===== src/rtl/state_dump_unit.sv =====
// Streams every register-file entry, then every data-memory entry, through a valid/ready output register.
// Define STATE_DUMP_CSUM_EN to append an XOR checksum word (tag 11) after the memory entries.
module state_dump_unit #(
    parameter int unsigned AW = 5,
    parameter int unsigned DW = 32
) (
    input  logic          clk,
    input  logic          reset,
    input  logic          start,
    output logic          busy,
    output logic          done,
    output logic [AW-1:0] rf_addr,
    input  logic [DW-1:0] rf_rdata,
    output logic [AW-1:0] dm_addr,
    input  logic [DW-1:0] dm_rdata,
    output logic          out_valid,
    input  logic          out_ready,
    output logic [1:0]    out_tag,
    output logic [AW-1:0] out_idx,
    output logic [DW-1:0] out_data
);

    typedef enum logic [2:0] {
        S_IDLE,
        S_REG,
        S_MEM,
        S_CSUM,
        S_DONE
    } state_e;

    localparam logic [AW-1:0] IDX_LAST = '1;
    localparam logic [1:0]    TAG_REG  = 2'b00;
    localparam logic [1:0]    TAG_MEM  = 2'b01;
`ifdef STATE_DUMP_CSUM_EN
    localparam logic [1:0]    TAG_CSUM = 2'b11;
`endif

    state_e        state_q, state_d;
    logic [AW-1:0] idx_q, idx_d;
    logic          valid_q, valid_d;
    logic [1:0]    tag_q, tag_d;
    logic [AW-1:0] oidx_q, oidx_d;
    logic [DW-1:0] data_q, data_d;
    logic          done_q, done_d;
`ifdef STATE_DUMP_CSUM_EN
    logic [DW-1:0] csum_q, csum_d;
`endif
    logic          free;

    // The output register may be overwritten when empty or when its word leaves this cycle.
    assign free = !valid_q || out_ready;

    always_comb begin
        state_d = state_q;
        idx_d   = idx_q;
        valid_d = valid_q;
        tag_d   = tag_q;
        oidx_d  = oidx_q;
        data_d  = data_q;
        done_d  = 1'b0;
`ifdef STATE_DUMP_CSUM_EN
        csum_d  = csum_q;
`endif
        rf_addr = '0;
        dm_addr = '0;

        case (state_q)
            S_IDLE: begin
                if (start) begin
                    state_d = S_REG;
                    idx_d   = '0;
`ifdef STATE_DUMP_CSUM_EN
                    csum_d  = '0;
`endif
                end
            end
            S_REG: begin
                rf_addr = idx_q;
                if (free) begin
                    valid_d = 1'b1;
                    tag_d   = TAG_REG;
                    oidx_d  = idx_q;
                    data_d  = rf_rdata;
                    idx_d   = idx_q + AW'(1);
`ifdef STATE_DUMP_CSUM_EN
                    csum_d  = csum_q ^ rf_rdata;
`endif
                    if (idx_q == IDX_LAST) begin
                        state_d = S_MEM;
                    end
                end
            end
            S_MEM: begin
                dm_addr = idx_q;
                if (free) begin
                    valid_d = 1'b1;
                    tag_d   = TAG_MEM;
                    oidx_d  = idx_q;
                    data_d  = dm_rdata;
                    idx_d   = idx_q + AW'(1);
`ifdef STATE_DUMP_CSUM_EN
                    csum_d  = csum_q ^ dm_rdata;
                    if (idx_q == IDX_LAST) begin
                        state_d = S_CSUM;
                    end
`else
                    if (idx_q == IDX_LAST) begin
                        state_d = S_DONE;
                    end
`endif
                end
            end
            S_CSUM: begin
`ifdef STATE_DUMP_CSUM_EN
                if (free) begin
                    valid_d = 1'b1;
                    tag_d   = TAG_CSUM;
                    oidx_d  = '0;
                    data_d  = csum_q;
                    state_d = S_DONE;
                end
`else
                state_d = S_IDLE;
`endif
            end
            S_DONE: begin
                if (valid_q && out_ready) begin
                    valid_d = 1'b0;
                    done_d  = 1'b1;
                    state_d = S_IDLE;
                end
            end
            default: state_d = S_IDLE;
        endcase
    end

    always_ff @(posedge clk or posedge reset) begin
        if (reset) begin
            state_q <= S_IDLE;
            idx_q   <= '0;
            valid_q <= 1'b0;
            tag_q   <= '0;
            oidx_q  <= '0;
            data_q  <= '0;
            done_q  <= 1'b0;
`ifdef STATE_DUMP_CSUM_EN
            csum_q  <= '0;
`endif
        end else begin
            state_q <= state_d;
            idx_q   <= idx_d;
            valid_q <= valid_d;
            tag_q   <= tag_d;
            oidx_q  <= oidx_d;
            data_q  <= data_d;
            done_q  <= done_d;
`ifdef STATE_DUMP_CSUM_EN
            csum_q  <= csum_d;
`endif
        end
    end

    assign busy      = (state_q != S_IDLE);
    assign done      = done_q;
    assign out_valid = valid_q;
    assign out_tag   = tag_q;
    assign out_idx   = oidx_q;
    assign out_data  = data_q;

endmodule


===== config.mk =====
export PLATFORM = sky130hd
export DESIGN_NAME = state_dump_unit
export DESIGN_NICKNAME = d
export VERILOG_FILES = /design/src/rtl/state_dump_unit.sv
export SDC_FILE = /design/constraint.sdc
export NUM_CORES = 1
export LEC_CHECK = 0
export CAP_MARGIN = 10
export CORE_MARGIN = 2
export CORE_UTILIZATION = 40
export DETAILED_ROUTE_END_ITERATION = 10
export GPL_ROUTABILITY_DRIVEN = 0
export GPL_TIMING_DRIVEN = 0
export PLACE_DENSITY = 0.82
export RECOVER_POWER = 100
export SKIP_CTS_REPAIR_TIMING = 1
export SYNTH_ARGS = -nofsm -noshare
export SYNTH_HDL_FRONTEND = slang
export SYNTH_SLANG_ARGS = --single-unit
export TNS_END_PERCENT = 50

===== constraint.sdc =====
create_clock -name clk -period 2.1 [get_ports clk]
set_clock_uncertainty 0.05 [all_clocks]
set_input_delay 0.21 -clock clk [delete_from_list [all_inputs] [get_ports clk]]
set_output_delay 0.21 -clock clk [all_outputs]
set_load 0.005 [all_outputs]

After elaboration in Yosys (flattened, before gate mapping)
Index checks and enable logic that the tools add are counted.
{ "op_classes": {"n_lt_le_gt_ge": 0, "reduce_logical": 14, "multipliers": 0, "n_shift": 0, "n_bitwise": 0, "n_div": 0, "n_eq_ne": 11, "addsub": 1, "n_mux": 23} }
{ "op_table": {"columns": ["op", "count"], "rows": [
  ["2-to-1 mux 32 bit", 2],
  ["one-hot mux 32 bit (2 select lines)", 1],
  ["2-to-1 mux 5 bit", 4],
  ["2-to-1 mux 3 bit", 6],
  ["inequality test 2 bit (second input constant)", 6],
  ["one-hot mux 3 bit (4 select lines)", 1],
  ["one-hot mux 5 bit (2 select lines)", 1],
  ["AND reduction 3 bit", 3],
  ["AND reduction 6 bit", 1],
  ["nonzero test 2 bit", 3],
  ["adder 5 x 1 -> 5 bit (second input constant)", 1],
  ["== test 5 bit (second input constant)", 1],
  ["2-to-1 mux 1 bit", 4],
  ["2-to-1 mux 2 bit", 2],
  ["one-hot mux 2 bit (2 select lines)", 1],
  ["== test 3 x 1 -> 1 bit (second input constant)", 1],
  ["== test 3 x 2 -> 1 bit (second input constant)", 1],
  ["== test 3 bit (second input constant)", 1],
  ["logical NOT 3 bit", 1],
  ["nonzero test 3 bit", 1],
  ["inequality test 2 x 1 -> 1 bit (second input constant)", 1],
  ["one-hot mux 1 bit (2 select lines)", 1],
  ["AND reduction 2 bit", 1],
  ["OR reduction 2 bit", 1],
  ["other kinds (3)", 3]
]} }
{ "word_totals": {"reg_bits": 49, "latch_bits": 0, "romBits": 0, "in_bits": 68, "ramBits": 0, "wordCells": 56, "n_memories": 0} }

Depth between registers and ports, before layout
{ "depth": {"word_depth": 4, "mapped_depth": 6, "mapped_depth_nobuf": 6} }

Least setup slack after synthesis
No wires, ideal clock.
{ "synth_path": {"path_kind": "register to register", "startpoint": "reg state_q[0]", "endpoint": "reg data_q[16] (netlist: out_data[16])", "n_path_buf": 3, "arrival_time_ns": 1.373, "path_stages_with_launch": 7, "path_slack_ns": 0.554, "setup_time_ns": 0.123, "required_ns": 1.927, "path_cell_list": "dfrtp_1 -> buf_4 -> xnor2_1 -> nor3_4 -> buf_6 -> buf_8 -> a21oi_1"} }
{ "synth_via": {"elab_chain_len": 3} }
{ "synth_rtl": {"columns": ["item", "line_no", "source"], "rows": [
  ["start, declared", "38", "state_e state_q, state_d;"],
  ["start signal, assigned", "150", "state_q <= state_d;"],
  ["== test 3 x 1 -> 1 bit / == test 3 x 2 -> 1 bit (equally long branches)", "67", "case (state_q)"],
  ["inequality test 2 bit (no source line) / nonzero test 2 bit (equally long branches)", null, null],
  ["AND reduction 3 bit (no source line)", null, null],
  ["end signal, assigned", "155", "data_q <= data_d;"],
  ["end, declared", "43", "logic [DW-1:0] data_q, data_d;"]
]} }
Parallel ways exist; a longest one is shown, timed or not.
A chain may end at the register's enable or synchronous reset.

Worst setup path after layout
{ "layout_path": {"startpoint": "reg state_q[0]", "endpoint": "out dm_addr[1]"} }
{ "layout_via": {"elab_chain_len": 2} }
{ "layout_rtl": {"columns": ["item", "line_no", "source"], "rows": [
  ["== test 3 x 2 -> 1 bit", "67", null],
  ["2-to-1 mux 5 bit", "67", null],
  ["end, declared", "14", "output logic [AW-1:0] dm_addr,"]
]} }
Every way passes these cells.

==> flow_metrics.env <==
export IMPL_outcome="finished, final reports clean"
export IMPL_root_buffer="clkbuf_8"
export IMPL_clk_path_buf_depth=2
export IMPL_core_area_sq_um=5890
export IMPL_crit_path_end_kind="primary output"
export IMPL_critPathLaunchType="flip-flop"
export IMPL_nNetsFinal=428
export IMPL_cp_arrival_ns=1.78
export IMPL_grt_max_degree=27
export IMPL_dp_cells=424
export IMPL_htreeDepth=2
export IMPL_grt_overflow=0
export IMPL_postSynthAreaPerCell_sq_um=10.6
export IMPL_final_hold_violation_count=0
export IMPL_worstSetupEndpoint="dm_addr[1]"
export IMPL_maxCapViolCount=0
export IMPL_p_per_area_nw_per_um2=1000
export IMPL_routedWlPerCell_microns=13.9
export IMPL_ir_drop_uv=454
export IMPL_p_int_uw=2640
export IMPL_drt_wl_total_mm=6.03
export IMPL_final_max_slew_viol_count=0
export IMPL_drtPass1Iterations=4
export IMPL_rows=28
export IMPL_tightest_slew_ns=0.865
export IMPL_drt_iter0_drc=132
export IMPL_hold_class="flip-flop to flip-flop"
export IMPL_finalSetupViolCount=0
export IMPL_numCtsBuffers=5
export IMPL_grt_pass1_vias=2044
export IMPL_crit_chain="buf_4 -> nor3b_4 -> buf_6 -> and2_1 -> clkdlybuf4s50_1"
export IMPL_antennaDiodeCount=0
export IMPL_layout_common_cells="clkdlybuf4s50_1 (77), dfrtp_1 (47), dlygate4sd3_1 (41), nor2_1 (37), a21oi_1 (35)"
export IMPL_die_x_microns=81.9
export IMPL_p_sw_frac=0.313
export IMPL_drtAntennaViolNets=0
export IMPL_clk_latency_ns=0.29
export IMPL_combinationalPowerShare=0.450
export IMPL_clkSlewWorstSetupHoldPaths_ns=0.09
export IMPL_cp_required_ns=1.84
export IMPL_fillCellCount=516
export IMPL_layout_area_overhead_vs_synth_pct=58.2
export IMPL_cts_tree="built"
export IMPL_max_slew_margin_rel=0.423
export IMPL_power_switching_uw=1200
export IMPL_route_detailed_drc=0
export IMPL_cts_sinks=48
export IMPL_rrSetupSlack_ns=0.19
export IMPL_crit_start="state_q[0]"
export IMPL_synth_seq_cells=48
export IMPL_synthCells=230
export IMPL_critPathKind="flip-flop to primary output"
export IMPL_finalCritPeriodShare=0.973
export IMPL_worst_r2r_startpoint="state_q[0]"
export IMPL_grt_use_total=0.183
export IMPL_fin_crit_ns=2.04
export IMPL_crit_fanout=8
export IMPL_synthDistinctLibCells=38
export IMPL_via_per_inst=4.89
export IMPL_die_area_sq_um=6710
export IMPL_slowest_stage="clkdlybuf4s50_1"
export IMPL_die_h_microns=81.9
export IMPL_fin_cells=434
export IMPL_holdWs_ns=0.461
export IMPL_yosys_area_top_type_share=0.495
export IMPL_max_freq_ghz=0.489
export IMPL_synth_cell_area_sq_um=2430
export IMPL_syn_num_nets=300
export IMPL_yosysWarnings=0
export IMPL_start_util=0.412
export IMPL_io_pins=120
export IMPL_r2r_cells=6
export IMPL_hpwl_mm=4.61
export IMPL_grt_antenna_before_repair=0
export IMPL_r2r_end="out_data[0]"
export IMPL_seqPwrFrac=0.382
export IMPL_yosysSeqAreaShare=0.495
export IMPL_critPathMaxStageDelay_ns=0.50
export IMPL_yosys_area_top_type="dfrtp_1"
export IMPL_mostFrequentLayoutCell="clkdlybuf4s50_1"
export IMPL_num_vias=2123
export IMPL_grt_pass1_wl_mm=9.34
export IMPL_synth_area_leaders="dfrtp_1 (49%), mux2i_1 (14%), a21oi_1 (7.0%)"
export IMPL_port_buffers=118
export IMPL_power_frac_clock=0.168
export IMPL_power_leakage_uw=0.00152
export IMPL_drive_above_1_share=0.103
export IMPL_rsz0062_at_grt="no"
==> cell usage after synthesis, drive strengths merged <==
cell and instances:
clkbuf 2, a21oi 36, and2b 1, inv 6, nand2 5, o21ai 1
and3 6, o211a 1, xnor2 1, and3b 1, buf 14, nor3 2
nand2b 2, or2 1, or3 1, ha 2, nor2b 1, a21boi 1
o32ai 1, nand3 7, nor2 38, conb 1, mux2 5, or4 1
nor3b 1, o211ai 2, mux2i 34, o32a 1, dfrtp 48, and2 5
nand3b 2
==> worst max-delay path: cells and delay by family (launching register included) <==
family                 cells  cell delay, ns
flip-flops                 1            0.37
AND/OR/NAND/NOR            2            0.32
buffers and inverters      3            0.81
==> kinds of logic (layout without fill, tap and decap cells) <==
group	Yosys count	after routing	synth area share
and+or+nand+nor	74	74	0.152
DFF	48	48	0.495
AOI/OAI and AO/OA	43	43	0.101
muxes	39	39	0.163
buffers and inverters	22	151	0.0737
adders and majority gates	2	2	0.0103
other	1	1	0.00154
xor gates and xnor gates	1	1	0.00361
==> final cells by class <==
cell class              count  area [sq um]  share of cell area
plain buffers              16           156              0.0407
clock inverters             2          35.0             0.00912
well taps                  75          93.8              0.0244
flip-flops and latches     48          1200               0.313
clock buffers               6          72.6              0.0189
multi-input cells         160          1060               0.275
repair buffers            121          1200               0.313
inverters                   6          22.5             0.00586
==> worst min-delay path by stage <==
| stage | from | end | slack (ns) | cells past startpoint |
|---|---|---|---|---|
| 2_1_floorplan | out_ready | done | 0.30 | 2 |
| 3_3_place_gp | out_idx[0] | out_idx[0] | 0.44 | 1 |
| 3_5_place_dp | out_idx[1] | out_idx[1] | 0.45 | 1 |
| 4_1_cts | reset | state_q[2] | 0.22 | 2 |
| 5_1_grt | out_idx[2] | out_idx[2] | 0.49 | 1 |
| 6_report | out_idx[0] | out_idx[0] | 0.46 | 1 |
==> power groups by stage <==
stage | clock network (uW) | logic, uW | registers, uW
after floorplan | 0 | 817 | 1500
after global placement | 0 | 1820 | 1490
after CTS | 670 | 1880 | 1490
final | 646 | 1730 | 1470
after detailed placement | 0 | 1870 | 1500
after global routing | 702 | 1920 | 1530
==> per-stage QoR <==
stage          cell area [sq um]  setup TNS [ns]  utilization  worst slack [ns]  power, uW
3_3_place_gp                3700           -9.91        0.629            -0.209       3310
2_1_floorplan               2430               0            -             0.554       2310
6_report                    3840               0        0.653            0.0562       3840
5_1_grt                     3840               0        0.653           0.00135       4150
4_1_cts                     3830           -2.40        0.651            -0.361       4040
3_5_place_dp                3720          -0.115        0.632           -0.0298       3380
==> metal layers <==
layer / track usage / vias to the layer above / part of all wire
met5: 0 / - / 0
met4: 0.0550 / 0 / 0.0071
met3: 0.0505 / 4 / 0.089
met2: 0.309 / 87 / 0.48
met1: 0.227 / 989 / 0.42
li1: - / 1043 / -
==> state kept, by name, summed over array words and instances, names as in the netlist <==
name,cells
state_q,3
idx_q,5
done,1
out_idx,5
out_tag,1
out_valid,1
out_data,32
Note: power is estimated with default switching activity, not from simulation.
